File: config.mk
export PLATFORM = sky130hd
export DESIGN_NAME = seq_pattern_gen
export DESIGN_NICKNAME = d
export VERILOG_FILES = /design/src/rtl/seq_pattern_gen.sv
export SDC_FILE = /design/constraint.sdc
export NUM_CORES = 1
export LEC_CHECK = 0
export BUFFER_PORTS_ARGS = -buffer_cell sky130_fd_sc_hd__buf_2
export CORE_ASPECT_RATIO = 2
export CORE_MARGIN = 8
export CORE_UTILIZATION = 51
export CTS_CLUSTER_SIZE = 20
export DETAILED_ROUTE_END_ITERATION = 8
export PLACE_DENSITY = 0.74
export SETUP_SLACK_MARGIN = 0.15
export SLEW_MARGIN = 20
export SYNTH_ARGS = -nofsm -noshare
export SYNTH_HDL_FRONTEND = slang
export SYNTH_SLANG_ARGS = --single-unit
File: constraint.sdc
create_clock -name clk -period 1.9 [get_ports clk]
set_input_delay 0 -clock clk [delete_from_list [all_inputs] [get_ports clk]]
set_output_delay 0 -clock clk [all_outputs]
set_load 0.01 [all_outputs]
File: src/rtl/seq_pattern_gen.sv
// seq_pattern_gen
// Serial pattern transmitter. It shifts a programmable PAT_W-bit pattern out
// MSB-first, one bit per clock, for a programmed number of frames. An
// optional idle gap can separate consecutive frames. Typically used to drive
// the serial input of a 10110 sequence detector.
//
// Ports:
//   clk        system clock, rising edge
//   rst        synchronous reset, active-high
//   load_en    load pat_in into the pattern register (IDLE only)
//   pat_in     new pattern value
//   start      begin transmission (IDLE only)
//   repeat_cnt number of frames to send, latched on start
//   gap_len    idle cycles between frames, latched on start
//   abort      abandon the current transmission without a done pulse
//   out_seq    registered serial data bit
//   out_valid  high while out_seq carries a pattern bit
//   busy       high while sending frames or waiting in a gap
//   done       one-cycle pulse after the final bit of the final frame
module seq_pattern_gen #(
  parameter int               PAT_W   = 5,
  parameter logic [PAT_W-1:0] PATTERN = 5'b10110,
  parameter int               CNT_W   = 8,
  parameter int               GAP_W   = 4
) (
  input  logic             clk,
  input  logic             rst,
  input  logic             load_en,
  input  logic [PAT_W-1:0] pat_in,
  input  logic             start,
  input  logic [CNT_W-1:0] repeat_cnt,
  input  logic [GAP_W-1:0] gap_len,
  input  logic             abort,
  output logic             out_seq,
  output logic             out_valid,
  output logic             busy,
  output logic             done
);

  localparam int               IDX_W    = (PAT_W > 1) ? $clog2(PAT_W) : 1;
  localparam logic [IDX_W-1:0] LAST_IDX = IDX_W'(PAT_W - 1);

  typedef enum logic [1:0] {
    IDLE,
    SEND,
    GAP,
    DONE
  } state_t;

  state_t             state_q, state_d;
  logic [PAT_W-1:0]   pattern_q, pattern_d;
  logic [IDX_W-1:0]   bit_idx_q, bit_idx_d;
  logic [CNT_W-1:0]   frames_left_q, frames_left_d;
  logic [GAP_W-1:0]   gap_reg_q, gap_reg_d;
  logic [GAP_W-1:0]   gap_cnt_q, gap_cnt_d;
  logic               out_seq_q, out_seq_d;
  logic               out_valid_q, out_valid_d;
  logic               busy_q, busy_d;
  logic               done_q, done_d;

  // Pattern seen by a start; a load in the same cycle takes effect at once.
  logic [PAT_W-1:0]   pat_src;
  logic [IDX_W-1:0]   idx_dec;

  assign pat_src = load_en ? pat_in : pattern_q;
  assign idx_dec = bit_idx_q - IDX_W'(1);

  // bit_idx_q is the index of the bit currently on out_seq, so the next-state
  // logic computes the next output bit directly and every output is a flop.
  always_comb begin
    state_d       = state_q;
    pattern_d     = pattern_q;
    bit_idx_d     = bit_idx_q;
    frames_left_d = frames_left_q;
    gap_reg_d     = gap_reg_q;
    gap_cnt_d     = gap_cnt_q;
    out_seq_d     = 1'b0;
    out_valid_d   = 1'b0;
    busy_d        = 1'b0;
    done_d        = 1'b0;

    case (state_q)
      IDLE: begin
        if (load_en) begin
          pattern_d = pat_in;
        end
        if (start) begin
          if (repeat_cnt != '0) begin
            frames_left_d = repeat_cnt;
            gap_reg_d     = gap_len;
            bit_idx_d     = LAST_IDX;
            out_seq_d     = pat_src[PAT_W-1];
            out_valid_d   = 1'b1;
            busy_d        = 1'b1;
            state_d       = SEND;
          end else begin
            done_d  = 1'b1;
            state_d = DONE;
          end
        end
      end

      SEND: begin
        if (abort) begin
          bit_idx_d     = '0;
          frames_left_d = '0;
          gap_reg_d     = '0;
          gap_cnt_d     = '0;
          state_d       = IDLE;
        end else if (bit_idx_q != '0) begin
          bit_idx_d   = idx_dec;
          out_seq_d   = pattern_q[idx_dec];
          out_valid_d = 1'b1;
          busy_d      = 1'b1;
        end else begin
          // Last bit of a frame is on the line now.
          frames_left_d = frames_left_q - CNT_W'(1);
          if (frames_left_q == CNT_W'(1)) begin
            gap_reg_d = '0;
            done_d    = 1'b1;
            state_d   = DONE;
          end else if (gap_reg_q == '0) begin
            bit_idx_d   = LAST_IDX;
            out_seq_d   = pattern_q[PAT_W-1];
            out_valid_d = 1'b1;
            busy_d      = 1'b1;
          end else begin
            gap_cnt_d = gap_reg_q;
            busy_d    = 1'b1;
            state_d   = GAP;
          end
        end
      end

      GAP: begin
        // gap_cnt_q counts the gap cycles still to show, including this one.
        if (abort) begin
          bit_idx_d     = '0;
          frames_left_d = '0;
          gap_reg_d     = '0;
          gap_cnt_d     = '0;
          state_d       = IDLE;
        end else if (gap_cnt_q <= GAP_W'(1)) begin
          gap_cnt_d   = '0;
          bit_idx_d   = LAST_IDX;
          out_seq_d   = pattern_q[PAT_W-1];
          out_valid_d = 1'b1;
          busy_d      = 1'b1;
          state_d     = SEND;
        end else begin
          gap_cnt_d = gap_cnt_q - GAP_W'(1);
          busy_d    = 1'b1;
        end
      end

      DONE: begin
        state_d = IDLE;
      end

      default: begin
        state_d = IDLE;
      end
    endcase
  end

  // State and output registers; reset restores the default pattern.
  always_ff @(posedge clk) begin
    if (rst) begin
      state_q       <= IDLE;
      pattern_q     <= PATTERN;
      bit_idx_q     <= '0;
      frames_left_q <= '0;
      gap_reg_q     <= '0;
      gap_cnt_q     <= '0;
      out_seq_q     <= 1'b0;
      out_valid_q   <= 1'b0;
      busy_q        <= 1'b0;
      done_q        <= 1'b0;
    end else begin
      state_q       <= state_d;
      pattern_q     <= pattern_d;
      bit_idx_q     <= bit_idx_d;
      frames_left_q <= frames_left_d;
      gap_reg_q     <= gap_reg_d;
      gap_cnt_q     <= gap_cnt_d;
      out_seq_q     <= out_seq_d;
      out_valid_q   <= out_valid_d;
      busy_q        <= busy_d;
      done_q        <= done_d;
    end
  end

  assign out_seq   = out_seq_q;
  assign out_valid = out_valid_q;
  assign busy      = busy_q;
  assign done      = done_q;

endmodule

==> metrics.txt, run 1 <==
design area=2781 um^2; Routed Antenna Nets=0; vias in the first global route=2226; initial DRC count=114; GR Util met1=19.64%; Post-Syn Instances=237; later-pin clock latency in the skew report=0.28 ns; DRC viols=0; Post-Route WL=slightly above 6000 um; fin crit period=1.802 ns; Initial Util=52.99%; vias per cell=6.301; CP arrival=~2.0 ns; R2R depth=6; Leakage=1.118 nW; Synth Warn #=0; pwr dens=1630 nW/um^2; relative slew slack=57.77%; met3 usage in global routing=4.507%; placed cell area=2395 um^2; Inserted Clock Buffers=5; Final Skew=~0.007 ns; setup ws final=around 0.098 ns; Slew Limit Fails=0; slowest stage cell, crit path=nor4_1; DR vias=around 2200; setup TNS=0 ns; Flop pwr share=23.9%; CP Capture Type=register; Seq/Total Area, Yosys=29.48%; worst-margin pin slew=0.6334 ns; Max-Cap Viols=0; GRT overflow=0; CP peak stage delay=roughly 0.47 ns; Reg2Reg Launch Point=frames_left_q[1]; global-route wire length before repair=9970 um; Chip Height=105.4 um; post-synthesis sequential element count=30; ys async rst share=0%; Critical Path Start=frames_left_q[1]; clock share of power=12.8%; Peak VDD IR=~1200 uV; worst slack, placed=0.01045 ns; CP delay by family, top=simple AND/OR/NAND/NOR gates; # diodes=0; crit-path cells=buf_4 > nor4_1 > buf_4 > a31oi_1 > or3_1 > a21oi_1; Area Overhead vs Synth=36.55%; sw power=1.950 mW; port bufs=25; outcome=completed; CP startpoint kind=register; # IOs=26; largest net degree at the start of global routing=38; area of the core=3844 um^2; layout cells sized above 1=40.89%; Layout Nets=323; Worst EP required=2.11 ns; Post-synth EDFFs=0; GP Congestion=0.8743; Power Total=approximately 4.5 mW; Setup Crit Path Kind=reg2reg; Synth Area per Inst=8.595 um^2; WP buf/inv=2; Comb power frac=a little over three fifths; gr busiest metal=met2; fmax=roughly 560 MHz; Int Pwr=roughly 2.6 mW; initial antenna violation count=0; met2 track demand over resource=between 30% and 40%; Avg WL per Cell=17.75 um; Root Driver=clkbuf_8; Hold Crit Start=load_en; Initial DRT Pass Iterations=5; final setup violating endpoints=0; cell area after synthesis=2037 um^2; CTS Buffer Depth=2; GRT Overall Usage=19.85%; Netlist cell types=54; hold path depth=3; die area=6395 um^2; TritonCTS clock tree=yes; clk sinks=30; floorplan row count=32; placed wire-length estimate=4331 um; Die Wd=60.69 um; Hold Crit Class=in2reg; H-tree Lvls=2; Worst path depth=6; Final Cycle Share=94.83%; most frequent cell on the critical path=buf_4; Max FO, Critical Path=4; Primary FF master, synth=dfxtp_1; Post-Syn Nets=270; final hold vios=0; Worst-path clk slew=about 0.070 ns; RSZ-0062 raised after global routing=true; switch share=a little over two fifths
==> synthesized netlist by cell type (2+ instances only) <==
cell type,count,area share [%]
a211oi_1,3,1.1
inv_1,15,2.8
clkbuf_1,8,1.5
nor3_1,7,1.7
nor2_1,11,2.0
o21ai_1,4,0.98
nor4_2,3,1.8
a21oi_1,19,4.7
a211o_1,4,1.7
a211oi_2,2,1.2
ha_1,11,6.8
nand4_1,2,0.61
o32ai_1,2,0.86
nor2b_1,9,2.8
nand2b_1,11,3.4
or3_1,3,0.92
a221o_1,2,0.98
and3_1,6,1.8
o31ai_1,7,2.6
nor3b_1,2,0.74
nand3_1,9,2.2
a31oi_1,6,1.8
o22ai_1,2,0.61
a21o_1,2,0.74
buf_2,4,0.98
a311oi_1,4,1.7
or4_1,3,1.1
mux2i_1,7,3.4
nand2_1,7,1.3
nor4_1,2,0.61
dfxtp_1,30,29
or3b_2,7,3.0
a222oi_1,2,0.98
==> area by class of cell <==
class / count / area, um^2
flip-flops and latches: 30 / 613.1
multi-input cells: 181 / 1562
fillers: 303 / 1062
clock inverters: 2 / 10.01
clock buffers: 6 / 93.84
repair buffers: 57 / 377.9
inverters: 15 / 61.31
well taps: 51 / 63.81
==> power groups by stage <==
stage,sequential (mW),clock (mW),combinational [mW]
after global placement,1.05,0,2.31
after floorplan,1.03,0,1.69
after CTS,1.05,0.590,2.53
after detailed placement,1.05,0,2.33
after global routing,1.12,0.618,3.10
final,1.09,0.581,2.87
==> sequential cells by signal (all words and copies together) (netlist names) <==
name           cells
bit_idx_q          3
done               1
gap_reg_q          4
frames_left_q      8
gap_cnt_q          4
state_q            2
pattern_q          5
out_valid          1
out_seq            1
busy               1
==> cells in the final DEF, fill, tap and decap left out, types with 5 or more instances in the layout <==
| master | n |
|---|---|
| clkbuf_8 | 5 |
| dfxtp_1 | 24 |
| a21oi_1 | 16 |
| nand2_1 | 7 |
| or3b_2 | 5 |
| ha_4 | 5 |
| nor2_1 | 11 |
| nor3_1 | 7 |
| and3_1 | 6 |
| a31oi_1 | 5 |
| nand3_1 | 8 |
| inv_1 | 12 |
| nor2b_1 | 5 |
| buf_2 | 25 |
| mux2i_1 | 7 |
| nand2b_1 | 9 |
| buf_4 | 28 |
==> tightest hold or removal path, stage by stage <==
cell	delay (ns)
buf_2	0.14
nand3_1	0.08
a21oi_1	0.05
==> path summary, 6_finish.rpt <==
check                                         to  slack (ns)
worst max register to register  frames_left_q[3]         0.1
worst min register to register      pattern_q[3]        0.46
worst min-delay path                pattern_q[0]        0.04
worst max-delay path            frames_left_q[3]         0.1
==> layer usage <==
layer | up-vias | share of wire (%)
li1 | 1016 | -
met2 | 108 | 56
met3 | 30 | 5.4
met5 | - | 0
met4 | 0 | 4.7
met1 | 1001 | 34
==> cells by family after synthesis <==
kind of cell             Yosys count  synth area share, %
flip-flops                        30                29.48
AO/OA/AOI/OAI                     70                25.74
multiplexers                       9                5.098
buffers and inverters             27                5.221
AND/OR/NAND/NOR                   89                27.27
adder cells (fa/ha/maj)           11                6.757
XOR/XNOR                           1               0.4301
==> what timing repair did <==
action                                 in CTS  in global routing
hold buffers                                2                  0
gates cloned                                1                  0
setup endpoints to repair                  21                 22
endpoints found under the hold margin       2                  0
pin swaps                                   9                 19
buffers inserted                            5                  4
resized for setup                          18                 24
==> through the flow <==
step                std cells  utilization (%)  hold WS (ns)
floorplan                 237                -        0.1475
global placement          322            62.30        0.2591
detailed placement        322            62.30        0.2689
CTS                       338            68.55       0.02787
global route              342            72.36       0.04724
finish                    342            72.36       0.03952
(Power assumes the default switching activity.)
==> inputs of run 2 (changes only) <==
CTS_BUF_LIST = sky130_fd_sc_hd__clkbuf_8 sky130_fd_sc_hd__clkbuf_16   (was default)
RECOVER_POWER = 50   (was default)
==> metrics.txt, run 2 (synthesis gave the netlist of run 1 again) <==
Slew Limit Fails=0 (unchanged); initial antenna violation count=0 (unchanged); Area Overhead vs Synth=35.93% (was 36.55%); Routed Antenna Nets=0 (unchanged); Top reg by flops=frames_left_q (unchanged); worst slack, placed=0.01045 ns (unchanged); Cells after DPL=322 (unchanged); vias in the first global route=2226 (unchanged); relative slew slack=57.47% (was 57.77%); Leakage=1.099 nW (was 1.118 nW); Final Cycle Share=96.85% (was 94.83%); Worst EP required=2.10 ns (was 2.11 ns); Chip Height=105.4 um (unchanged); CP Capture Type=register (unchanged); Max FO, Critical Path=6 (was 4); GRT Overall Usage=19.85% (unchanged); die area=6395 um^2 (unchanged); # IOs=26 (unchanged); Post-Route WL=6088 um (was 6069 um); Final Instance Count excl. Fillers=342 (unchanged); Max-Cap Viols=0 (unchanged); CP delay by family, top=buffers and inverters (was simple AND/OR/NAND/NOR gates); clk sinks=30 (unchanged); final setup violating endpoints=0 (unchanged); slowest stage cell, crit path=a211oi_1 (was nor4_1); CP arrival=2.05 ns (was 2.02 ns); DR vias=2134 (was 2155); setup TNS=0 ns (unchanged); CTS Buffer Depth=2 (unchanged); Initial DRT Pass Iterations=4 (was 5); CP startpoint kind=register (unchanged); fmax=543.4 MHz (was 555.0 MHz); outcome=completed (unchanged); Power Total=4.518 mW (was 4.533 mW); CP peak stage delay=0.34 ns (was 0.47 ns); DRC viols=0 (unchanged); Peak VDD IR=1174 uV (was 1188 uV); Worst-path clk slew=0.07 ns (about the same); most common cell after layout, fill and taps aside=buf_4 (unchanged); setup ws final=0.05988 ns (was 0.09828 ns); Avg WL per Cell=17.80 um (was 17.75 um); Die Wd=60.69 um (unchanged); fin crit period=1.840 ns (was 1.802 ns); Inserted Clock Buffers=5 (unchanged); final hold vios=0 (unchanged); layout cells sized above 1=39.18% (was 40.89%); worst-margin pin slew=0.6379 ns (was 0.6334 ns); Initial Util=52.99% (unchanged); floorplan row count=32 (unchanged); # diodes=0 (unchanged); Setup Crit Path Kind=reg2reg (unchanged); initial DRC count=91 (was 114); area of the core=3844 um^2 (unchanged); largest registers=frames_left_q (8), pattern_q (5) (unchanged); max reg flops=8 (unchanged); Final Skew=0.007589 ns (was 0.006899 ns); largest net degree at the start of global routing=38 (unchanged); RSZ-0062 raised after global routing=true (unchanged); TritonCTS clock tree=yes (unchanged); most frequent cell on the critical path=buf_4 (unchanged); Root Driver=clkbuf_8 (unchanged); crit-path cells=buf_6 > nor4_4 > buf_4 > a31oi_2 > a211oi_1 > buf_4 > mux2i_1 (was buf_4 > nor4_1 > buf_4 > a31oi_1 > or3_1 > a21oi_1); pwr dens=1632 nW/um^2 (was 1630 nW/um^2); later-pin clock latency in the skew report=0.28 ns (about the same); placed wire-length estimate=4331 um (unchanged); hold_ws=0.04256 ns (was 0.03952 ns); vias per cell=6.240 (was 6.301); global-route wire length before repair=9970 um (unchanged); Hold Crit Class=in2reg (unchanged); WP buf/inv=3 (was 2); Layout Nets=323 (unchanged); GP Congestion=0.8743 (unchanged); port bufs=25 (unchanged); commonest non-fill, non-tap cells in the layout=27 x buf_4, 24 x dfxtp_1, 21 x buf_2, 16 x a21oi_1, 12 x inv_1 (was 28 x buf_4, 25 x buf_2, 24 x dfxtp_1, 16 x a21oi_1, 12 x inv_1); GRT overflow=0 (unchanged); H-tree Lvls=2 (unchanged)
-- run 2: what timing repair did --
action                                  in CTS  in global routing
endpoints found under the setup margin      21                 22
hold buffers                                 2                  0
pin swaps                                    9                 19
resized for setup                           18                 24
cloned                                       1                  0
hold endpoints to repair                     2                  0
setup buffers                                5                  4
-- run 2: cell type report --
| class | count | area, um^2 |
|---|---|---|
| clock buffer | 6 | 93.84 |
| clock inverter | 2 | 10.01 |
| fill | 309 | 1075 |
| inverter | 15 | 61.31 |
| timing repair buffer | 57 | 370.4 |
| multi-input combinational | 181 | 1556 |
| sequential | 30 | 613.1 |
| tap | 51 | 63.81 |
-- run 2: routing by layer --
| metal | GRT usage [%] | share of wire (%) | vias up | routed length (um) |
|---|---|---|---|---|
| met1 | 19.64 | 35 | 1000 | 2129 |
| met5 | 0 | 0 | - | 0 |
| met3 | 4.507 | 4.5 | 37 | 273 |
| met2 | 35.08 | 55 | 86 | 3338 |
| li1 | - | - | 1011 | - |
| met4 | 11.60 | 5.7 | 0 | 346 |
-- run 2: report_power, final --
| group | total, mW | internal (mW) | switching (mW) |
|---|---|---|---|
| combinational | 2.85 | 1.38 | 1.47 |
| sequential | 1.09 | 0.852 | 0.233 |
| clock | 0.581 | 0.332 | 0.249 |
-- run 2: through the flow --
step           area [um^2]  utilization [%]
2_1_floorplan         2117                -
3_3_place_gp          2395            62.30
3_5_place_dp          2395            62.30
4_1_cts               2635            68.55
5_1_grt               2769            72.04
6_report              2769            72.04
-- run 2: final timing paths --
path,from,endpoint,slack (ns),depth (start not counted)
setup / recovery,frames_left_q[4],gap_reg_q[0],0.06,7
hold / removal,load_en,pattern_q[0],0.04,3
setup reg to reg,frames_left_q[4],gap_reg_q[0],0.06,7
hold reg to reg,pattern_q[3],pattern_q[3],0.46,2
-- run 2: worst reg2reg max path, cell delays in order, from the launching register on --
cell and delay (ns):
dfxtp_2 0.33, buf_6 0.13, nor4_4 0.26, buf_4 0.19
a31oi_2 0.10, a211oi_1 0.34, buf_4 0.21, mux2i_1 0.19
==> inputs of run 3 (changes only) <==
BUFFER_PORTS_ARGS = default   (was -buffer_cell sky130_fd_sc_hd__buf_2)
DONT_BUFFER_PORTS = 1   (was default)
PLACE_DENSITY = 0.69   (was 0.74)
==> metrics.txt, run 3 (synthesis gave the netlist of run 1 again) <==
Root Driver=clkbuf_8 (unchanged); Max-Cap Viols=0 (unchanged); commonest non-fill, non-tap cells in the layout=26 x buf_4, 25 x dfxtp_1, 16 x a21oi_1, 15 x dlygate4sd3_1, 11 x nor2_1 (was 27 x buf_4, 24 x dfxtp_1, 21 x buf_2, 16 x a21oi_1, 12 x inv_1); die area=6395 um^2 (unchanged); Worst EP required=2.12 ns (was 2.10 ns); GRT Overall Usage=19.52% (was 19.85%); hold_ws=0.009317 ns (was 0.04256 ns); area of the core=3844 um^2 (unchanged); CP startpoint kind=register (unchanged); Power Total=4.295 mW (was 4.518 mW); later-pin clock latency in the skew report=0.29 ns (was 0.28 ns); # IOs=26 (unchanged); Flop pwr share=25.0% (was 24.0%); hold path depth=4 (was 3); Final Instance Count excl. Fillers=331 (was 342); Slew Limit Fails=0 (unchanged); Initial Util=52.99% (unchanged); worst-margin pin slew=0.5853 ns (was 0.6379 ns); placed wire-length estimate=4280 um (was 4331 um); final setup violating endpoints=0 (unchanged); Peak VDD IR=838.4 uV (was 1174 uV); vias in the first global route=2117 (was 2226); Setup Crit Path Kind=reg2reg (unchanged); vias per cell=6.287 (was 6.240); global-route wire length before repair=9818 um (was 9970 um); setup ws final=0.1181 ns (was 0.05988 ns); Initial DRT Pass Iterations=4 (unchanged); Hold Crit Class=in2reg (unchanged); CP Capture Type=register (unchanged); GRT overflow=0 (unchanged); max reg flops=8 (unchanged); DRC viols=0 (unchanged); GP Congestion=0.8971 (was 0.8743); fillers=315 (was 309); CP arrival=2.00 ns (was 2.05 ns); Area Overhead vs Synth=35.07% (was 35.93%); Layout Nets=312 (was 323); worst slack, placed=-0.02359 ns (was 0.01045 ns); Final Cycle Share=93.78% (was 96.85%); setup TNS=0 ns (unchanged); clk sinks=30 (unchanged); outcome=completed (unchanged); TritonCTS clock tree=yes (unchanged); largest net degree at the start of global routing=37 (was 38); initial antenna violation count=0 (unchanged); pwr dens=1561 nW/um^2 (was 1632 nW/um^2); most common cell after layout, fill and taps aside=buf_4 (unchanged); Post-Route WL=5926 um (was 6088 um); Inserted Clock Buffers=5 (unchanged); Comb power frac=63.0% (was 63.1%); largest registers=frames_left_q (8), pattern_q (5) (unchanged); sw power=1.867 mW (was 1.956 mW); H-tree Lvls=2 (unchanged); Chip Height=105.4 um (unchanged); relative slew slack=60.98% (was 57.47%); Top reg by flops=frames_left_q (unchanged); Die Wd=60.69 um (unchanged); DR vias=2081 (was 2134); floorplan row count=32 (unchanged); Leakage=1.054 nW (was 1.099 nW); fin crit period=1.782 ns (was 1.840 ns); CTS Buffer Depth=2 (unchanged); initial DRC count=63 (was 91); clock share of power=12.0% (was 12.9%); switch share=43.46% (was 43.28%); RSZ-0062 raised after global routing=true (unchanged); R2R depth=6 (was 7); port bufs=0 (was 25); Int Pwr=2.429 mW (was 2.563 mW); Final Skew=0.007606 ns (was 0.007589 ns); # diodes=0 (unchanged); final hold vios=0 (unchanged); Max FO, Critical Path=7 (was 6); Routed Antenna Nets=0 (unchanged); Cells after DPL=299 (was 322); fmax=561.2 MHz (was 543.4 MHz); Worst-path clk slew=0.07 ns (about the same); layout cells sized above 1=31.43% (was 39.18%); Avg WL per Cell=17.90 um (was 17.80 um)
-- run 3: cell count changes in the layout (fill, tap and decap cells not counted), sizes merged --
cell,before,now
buf,50,30
dlygate4sd3,2,15
clkbuf,11,6
clkinvlp,0,1
-- run 3: timing repair --
action	CTS	global route
endpoints found under the setup margin	20	18
setup buffers	4	3
cloned	1	0
endpoints found under the hold margin	30	0
hold buffers	16	0
pin swaps	9	14
resized for setup	21	18
-- run 3: path summary, 6_finish.rpt --
path                       from  slack (ns)                to
hold reg to reg    pattern_q[1]        0.47      pattern_q[1]
setup reg to reg     state_q[1]        0.12  frames_left_q[7]
setup / recovery     state_q[1]        0.12  frames_left_q[7]
hold / removal    repeat_cnt[4]       0.009  frames_left_q[4]
-- run 3: worst max-delay path, stage by stage (launching register included) --
cell      delay [ns]
dfxtp_2         0.35
inv_4           0.05
ha_4            0.15
nor2b_4         0.14
a2111o_1        0.52
or3_1           0.36
a21oi_2         0.14
-- run 3: per-layer routing --
metal / global-route usage (%) / share of wire [%] / vias to the layer above / wire length, um
met4: 10.59 / 2.9 / 0 / 172
met2: 34.78 / 57 / 56 / 3387
li1: - / - / 986 / -
met1: 19.29 / 36 / 1023 / 2148
met5: 0 / 0 / - / 0
met3: 4.629 / 3.7 / 16 / 218
-- run 3: metrics by stage --
step	util [%]	area (um^2)
after floorplan	-	2117
after global placement	59.44	2285
after detailed placement	59.44	2285
after CTS	69.30	2664
after global routing	71.58	2751
final	71.58	2751
-- run 3: layout make-up --
cell class	count	area [um^2]	area share, %
tap	51	63.81	2.319
multi-input combinational	181	1521	55.30
clock inverter	3	21.27	0.7731
timing repair buffer	46	402.9	14.64
clock buffer	5	68.82	2.501
inverter	15	61.31	2.228
sequential	30	611.8	22.24
-- run 3: power by group through the flow --
stage                     combinational [mW]  sequential (mW)  clock (mW)
after floorplan                         1.69             1.03           0
after global routing                    2.91             1.10       0.542
after global placement                  2.29             1.06           0
after detailed placement                2.32             1.06           0
final                                   2.71             1.07       0.515
after CTS                               2.57             1.06       0.525
